===== config.mk =====
export PLATFORM = sky130hd
export DESIGN_NAME = seq_mult_flat
export DESIGN_NICKNAME = d
export VERILOG_FILES = /design/src/rtl/seq_mult_if.sv /design/src/rtl/seq_mult.sv /design/src/flat_wrapper.sv
export SDC_FILE = /design/constraint.sdc
export NUM_CORES = 1
export LEC_CHECK = 0
export BUFFER_PORTS_ARGS = -buffer_cell sky130_fd_sc_hd__buf_4
export CAP_MARGIN = 40
export CORE_UTILIZATION = 35
export DETAILED_ROUTE_END_ITERATION = 16
export GPL_TIMING_DRIVEN = 0
export HOLD_SLACK_MARGIN = 0.12
export PLACE_DENSITY = 0.56
export SLEW_MARGIN = 20
export SYNTH_ARGS = -nofsm -noshare
export SYNTH_HDL_FRONTEND = slang
export SYNTH_SLANG_ARGS = --single-unit

===== constraint.sdc =====
create_clock -name clk -period 3.3 [get_ports clk]
set_clock_uncertainty 0.05 [all_clocks]
set_input_delay 0.66 -clock clk [delete_from_list [all_inputs] [get_ports clk]]
set_output_delay 0.66 -clock clk [all_outputs]
set_load 0.02 [all_outputs]

===== src/rtl/seq_mult_if.sv =====
// Handshake and result bundle for the sequential shift-add multiplier.
interface seq_mult_if #(
  parameter int unsigned WIDTH = 8
);
  logic               start;
  logic [WIDTH-1:0]   a;
  logic [WIDTH-1:0]   b;
  logic               busy;
  logic               done;
  logic [2*WIDTH-1:0] product;

  modport master (output start, a, b, input busy, done, product);
  modport slave  (input start, a, b, output busy, done, product);
endinterface


===== src/rtl/seq_mult.sv =====
// Sequential shift-add unsigned multiplier, one partial product per BUSY cycle.
// Define SEQ_MULT_EARLY_TERM_EN to finish immediately when either operand is zero.
module seq_mult #(
  parameter int unsigned WIDTH = 8
) (
  input  logic        clk,
  input  logic        rst,
  seq_mult_if.slave   bus
);
  localparam int unsigned CW = $clog2(WIDTH + 1);

  typedef enum logic [1:0] {S_IDLE, S_BUSY, S_DONE} state_t;

  state_t             state, state_nx;
  logic [WIDTH-1:0]   mcand, mcand_nx;
  logic [WIDTH-1:0]   acc, acc_nx;
  logic [WIDTH-1:0]   mq, mq_nx;
  logic [CW-1:0]      cnt, cnt_nx;
  logic [2*WIDTH-1:0] product_nx;
  logic [WIDTH:0]     sum;

  // Next-state and datapath: accept in IDLE/DONE, one add-shift step per BUSY cycle
  always_comb begin
    state_nx   = state;
    mcand_nx   = mcand;
    acc_nx     = acc;
    mq_nx      = mq;
    cnt_nx     = cnt;
    product_nx = bus.product;
    sum        = '0;
    case (state)
      S_BUSY: begin
        sum    = mq[0] ? ({1'b0, acc} + {1'b0, mcand}) : {1'b0, acc};
        acc_nx = sum[WIDTH:1];
        mq_nx  = {sum[0], mq[WIDTH-1:1]};
        cnt_nx = cnt - CW'(1);
        if (cnt_nx == '0) begin
          state_nx   = S_DONE;
          product_nx = {acc_nx, mq_nx};
        end
      end
      default: begin
        state_nx = S_IDLE;
        if (bus.start) begin
          mcand_nx = bus.a;
          acc_nx   = '0;
          mq_nx    = bus.b;
`ifdef SEQ_MULT_EARLY_TERM_EN
          if (bus.a == '0 || bus.b == '0) begin
            cnt_nx     = '0;
            state_nx   = S_DONE;
            product_nx = '0;
          end else
`endif
          begin
            cnt_nx   = CW'(WIDTH);
            state_nx = S_BUSY;
          end
        end
      end
    endcase
  end

  // State, datapath and registered status decodes
  always_ff @(posedge clk) begin
    if (rst) begin
      state       <= S_IDLE;
      mcand       <= '0;
      acc         <= '0;
      mq          <= '0;
      cnt         <= '0;
      bus.product <= '0;
      bus.busy    <= 1'b0;
      bus.done    <= 1'b0;
    end else begin
      state       <= state_nx;
      mcand       <= mcand_nx;
      acc         <= acc_nx;
      mq          <= mq_nx;
      cnt         <= cnt_nx;
      bus.product <= product_nx;
      bus.busy    <= (state_nx == S_BUSY);
      bus.done    <= (state_nx == S_DONE);
    end
  end
endmodule


===== src/flat_wrapper.sv =====
// flat-port wrapper written by rule: the top's interface ports become plain ports
module seq_mult_flat 
#(
  parameter int unsigned WIDTH = 8
)
  (clk, rst, bus_start, bus_a, bus_b, bus_busy, bus_done, bus_product);
  seq_mult_if #(.WIDTH(WIDTH)) bus_i ();
  input  logic clk;
  input  logic rst;
  input wire logic [$bits(bus_i.start)-1:0] bus_start;
  input wire logic [$bits(bus_i.a)-1:0] bus_a;
  input wire logic [$bits(bus_i.b)-1:0] bus_b;
  output wire logic [$bits(bus_i.busy)-1:0] bus_busy;
  output wire logic [$bits(bus_i.done)-1:0] bus_done;
  output wire logic [$bits(bus_i.product)-1:0] bus_product;
  assign bus_i.start = bus_start;
  assign bus_i.a = bus_a;
  assign bus_i.b = bus_b;
  assign bus_busy = bus_i.busy;
  assign bus_done = bus_i.done;
  assign bus_product = bus_i.product;
  seq_mult #(.WIDTH(WIDTH)) u_core (.clk(clk), .rst(rst), .bus(bus_i));
endmodule

Word level (Yosys, flattened, before mapping)
Cells that the tools add are included.

Memory bits (read-only): 0. Latch bits: 0. Memory bits (writable): 0. Memories: 0. Flip-flop bits (word level): 48.

Equality and inequality tests: 3. Divide/modulo/power cells: 0. $mul: 0. Order comparisons: 0. Add/subtract/negate cells: 2. Shifts and indexed selects: 0. Mux-type cells: 10. Reductions and logical operators: 4. Bitwise operators: 1.

Operator list (count): $mux 8 (4); $add 8x8->9 (1); $mux 9 (1); $mux 4 (2); $eq 2x1->1 const B (2); $logic_not 4->1 (1); $mux 2 (2); $reduce_and 2->1 (2); $sub 4x1->4 const B (1); $eq 2x2->1 const B (1); $reduce_bool 2->1 (1); $mux 1 (1); $not 1->1 (1).

Logic depth before layout (Yosys ltp)
Depth in word-level cells: 5. Gate-level depth with buffers: 9.

Worst setup path before layout
No wires, ideal clock.

Kind: reg2reg. Start point: register u_core.acc[0]. End point: register u_core.acc[5]. Data required time: 3179 ps. Arrival: 1725 ps. Library setup time: 71 ps. Cell stages (with the launch flop): 9. Slack: 1454 ps. Cells stage by stage: dfxtp_1 -> ha_1 -> inv_1 -> fa_1 -> nor2b_1 -> o31a_1 -> mux2i_1 -> o21ai_0 -> a21oi_1.

Cells in the longest elaborated chain, start to end: 3.

RTL lines: start, declared (line seq_mult.sv:16) `logic [WIDTH-1:0] acc, acc_nx;`; start signal, assigned (line seq_mult.sv:78) `acc <= acc_nx;`; $add 8x8->9 (line seq_mult.sv:33) `sum = mq[0] ? ({1'b0, acc} + {1'b0, mcand}) : {1'b0, acc};`; $mux 9 (line seq_mult.sv:33); $mux 8 (line seq_mult.sv:31) `case (state)`.

No other way between the ends. A chain may end at the register's enable or synchronous reset.

Worst setup path after layout
Same ends and word-level chain as after synthesis.

==> metrics.sh <==
CRIT_PATH_END_KIND='flop'
ANTENNA_VIOLATING_NETS_POST_ROUTE=0
CTS_RESIZED=0
SYNTH-MAIN-FF-CELL='sky130_fd_sc_hd__dfxtp_1'
INSERTEDDIODECOUNT=0
YS_FF_LATCH=48
GRT_USE_TOTAL_PCT=17.5
NUM-NETS-FINAL=315
CRITICAL_PATH_REQUIRED_NS=3.49
CRIT_CHAIN='ha_1 -> inv_1 -> fa_1 -> nor2b_1 -> o31a_1 -> mux2i_1 -> o21ai_0 -> a21oi_1'
WORST_SETUP_HOLD_PATH_CLK_SLEW_NS=0.09
YS_ASYNC_SR_FRACTION_PCT=0
RSZ0062_AT_GRT='no'
LAYOUT.CELLS.MOST_COMMON='sky130_fd_sc_hd__dfxtp_1'
FLOORPLAN.IO_PINS=37
CRITICAL_PATH.STARTPOINT_TYPE='flop'
MET3_ROUTED_WL_MICRONS=164
HP-START='u_core.mcand[0]'
LAYOUT-DRIVE-GT1-SHARE_PCT=18.9
MAXCLOCKFREQUENCY_GHz=0.469
CTS-HOLD-FIX-BUFFERS=0
WORST_HOLD_PATH_TYPE='flop to flop'
SETUP_VIOL_COUNT_FINAL=0
TOTAL_VIA_COUNT_IN_THE_ROUTED_DESIGN=1909
CRITICALPATHCATEGORY='flop to flop'
MAXCAPVIOLCOUNT=0
SYNTHTOLAYOUTAREAGROWTH_PCT=21.2
DETAIL_ROUTE.VIAS_PER_CELL=5.29
MAX_SLEW_MARGIN_PCT=53.4
TIMING.CRITICAL_PATH.SLOWEST_CELL_DELAY_NS=0.40
SYNTH-EDFF-COUNT=0
SW_FRAC_OF_TOTAL_PCT=25.2
DRC=0
FLOORPLAN.DIE.HEIGHT_MICRONS=82.3
ANTENNA_FOUND_INITIAL=0
PORTBUFFERS=35
FIRST_GLOBAL_VIAS=1743
SYNTHCELLS=243
CTS.SINKS=48
P_SW_mW=0.308
CLOCK_TREE.BUFFER_DEPTH=2
GLOBAL_ROUTE.OVERFLOW_TOTAL=0
DP_HPWL_MICRONS=4010
PATH_BUF_INV=1
CTS_SETUP_BUFFERS=0
WORST-R2R-CELL-COUNT=8
TIMING.REG2REG.SETUP_SLACK_NS=1.17
RUN_STATUS='complete, no violations'
SETUP-TNS-FINAL_NS=0
CLOCK_LATENCY_NS=0.30
FINAL_WL_MICRONS=5390
DP_CELLS=353
CTS_TREE='done'
CORE_REGION_AREA_SQ_MM=0.00606
DRT-WIRELENGTH-PER-CELL_MICRONS=14.9
DETAILEDROUTE.FIRSTPASSITERATIONCOUNT=4
POWER.DENSITY_mW_PER_MM2=447
LEAKAGE_POWER_nW=1.12
REGTOREGENDPOINT='u_core.acc[5]'
NUM_ROWS=28
DIE_AREA_SQ_MM=0.00677
MET2_WIRELENGTH_MICRONS=2450
FINAL.MIN_CLOCK_PERIOD_NS=2.13
INITIAL_UTILIZATION_PCT=37.2
HOLD_VIOLATIONS=0
CP_SLOWEST_CELL='sky130_fd_sc_hd__fa_1'
MAXIMUM_VDD_DROP_mV=0.230
WORST_SETUP_PATH_ENDPOINT='u_core.acc[5]'
NETLIST.TOP_CELL.BY_AREA='sky130_fd_sc_hd__dfxtp_1'
PIN_COUNT_OF_THE_BIGGEST_NET_ENTERING_GLOBAL_ROUTING=16
LAYOUTNONFILLERINSTCOUNT=361
SHARE_COMB_OF_TOTAL_POWER_PCT=12.5
REGTOREGSTARTPOINT='u_core.acc[0]'
DR.MAX_LAYER_USED='met4'
POSTSYNTHAREAPERCELL_SQ_UM=9.28
WORSTPATHMAXFANOUT=3
SYN_AREA_SQ_MM=0.00226
FINAL_MIN_PERIOD_OVER_CLOCK_PERIOD_PCT=64.6
TIMING.CRITICAL_PATH.ARRIVAL_NS=2.32
CP_TOP_FAMILY='adder cells'
CRITPATHLAUNCH='u_core.acc[0]'
CTS-ROOT-BUF='sky130_fd_sc_hd__clkbuf_8'
GP_CONGESTION=0.814
SYNTH-SEQ-AREA-SHARE_PCT=42.6
SYNTH_TOP_AREA_SHARE_PCT=42.6
DRT-INITIAL-DRC-COUNT=67
GRT_FIRST_PASS_WIRELENGTH_MICRONS=8780
SYNTH_CELL_TYPE_COUNT=45
WIRELENGTH_MET1_MICRONS=2720
CTS_BUFFERS=5
CRITICAL_PATH_DEPTH=8
CLOCKPOWERSHARE_PCT=36.9
PWR-SHARE-SEQ_PCT=50.6
SYNTH_NETS=273
CELL_INTERNAL_PWR_mW=0.913
CTS.HTREE.LEVELS=2
TIMING_MAX_TRANSITION_VIOLATIONS_FINAL=0
DIE_X_MICRONS=82.3
MAX_SLEW.WORST_PIN.SLEW_NS=0.699
YOSYS_WARNINGS=0
LAYOUT_COMMON_CELLS='sky130_fd_sc_hd__dfxtp_1, sky130_fd_sc_hd__buf_4, sky130_fd_sc_hd__nor2_1'
SYNTH.AREA.TOP_CELLS='sky130_fd_sc_hd__dfxtp_1, sky130_fd_sc_hd__ha_1, sky130_fd_sc_hd__mux2i_1, sky130_fd_sc_hd__a21oi_1, sky130_fd_sc_hd__a22o_1'
-- worst min-delay path by stage --
stage	endpoint	slack (ns)	cells past startpoint
2_1_floorplan	u_core.mcand[0]	0.39	2
3_3_place_gp	u_core.bus.product[14]	0.40	1
3_5_place_dp	u_core.mcand[2]	0.40	2
4_1_cts	u_core.mcand[2]	0.42	2
5_1_grt	u_core.mcand[4]	0.44	2
6_report	u_core.mcand[0]	0.41	2
-- worst reg2reg max path, stage by stage (launching register included) --
cell and delay (ns):
sky130_fd_sc_hd__dfxtp_1 0.36, sky130_fd_sc_hd__ha_1 0.20, sky130_fd_sc_hd__inv_1 0.06, sky130_fd_sc_hd__fa_1 0.40
sky130_fd_sc_hd__nor2b_1 0.22, sky130_fd_sc_hd__o31a_1 0.24, sky130_fd_sc_hd__mux2i_1 0.25, sky130_fd_sc_hd__o21ai_0 0.12
sky130_fd_sc_hd__a21oi_1 0.17
-- cells in the mapped netlist (all sizes together), types with 4 or more instances --
| library cell | count |
|---|---|
| dfxtp | 48 |
| nor2 | 22 |
| a21oi | 20 |
| nand3 | 15 |
| nand2 | 12 |
| mux2i | 11 |
| a211oi | 10 |
| a22o | 10 |
| ha | 10 |
| inv | 10 |
| buf | 9 |
| clkbuf | 7 |
| o2bb2ai | 7 |
| nor2b | 6 |
| nor3 | 6 |
| o21ai | 6 |
| o211ai | 4 |
-- final cells by class --
cell class / instances / area (sq um)
buffer: 16 / 93.8
clock buffer: 6 / 82.6
clock inverter: 2 / 38.8
fill: 609 / 3330
inverter: 10 / 42.5
multi-input combinational: 169 / 1160
sequential: 48 / 961
tap: 75 / 93.8
timing repair buffer: 35 / 263
-- sequential cells by signal, indices dropped and copies added (netlist names) --
register and flops:
u_core.bus.done 1, u_core.bus.busy 1, u_core.mq 8, u_core.state 2
u_core.bus.product 16, u_core.mcand 8, u_core.cnt 4, u_core.acc 8
-- power groups by stage --
stage / registers [mW] / clock network [mW] / logic [mW]
6_report: 0.618 / 0.450 / 0.153
3_3_place_gp: 0.631 / 0 / 0.152
5_1_grt: 0.622 / 0.490 / 0.171
3_5_place_dp: 0.631 / 0 / 0.153
4_1_cts: 0.618 / 0.465 / 0.154
2_1_floorplan: 0.629 / 0 / 0.103
-- per-stage QoR --
stage	hold slack [ns]	power [mW]	instance area [sq um]	worst slack (ns)	util (%)
after floorplan	0.390	0.732	2260	1.45	-
after global placement	0.396	0.783	2610	1.18	43.1
after detailed placement	0.403	0.785	2610	1.15	43.1
after CTS	0.415	1.24	2730	1.19	45.1
after global routing	0.438	1.28	2730	1.02	45.1
final	0.413	1.22	2730	1.17	45.1
-- kinds of logic after synthesis --
group / share of synthesized area, %
and+or+nand+nor: 16.8
adders and majority gates: 6.43
xor gates and xnor gates: 1.55
AOI/OAI and AO/OA: 21.7
buffers and inverters: 6.05
DFF: 42.6
muxes: 4.88
-- routing by layer --
layer	vias to the layer above	global-route usage (%)
met3	5	3.96
met5	-	0
met1	905	24.8
met4	0	4.21
met2	32	26.8
li1	967	-
Power figures use the tool's default switching activity.
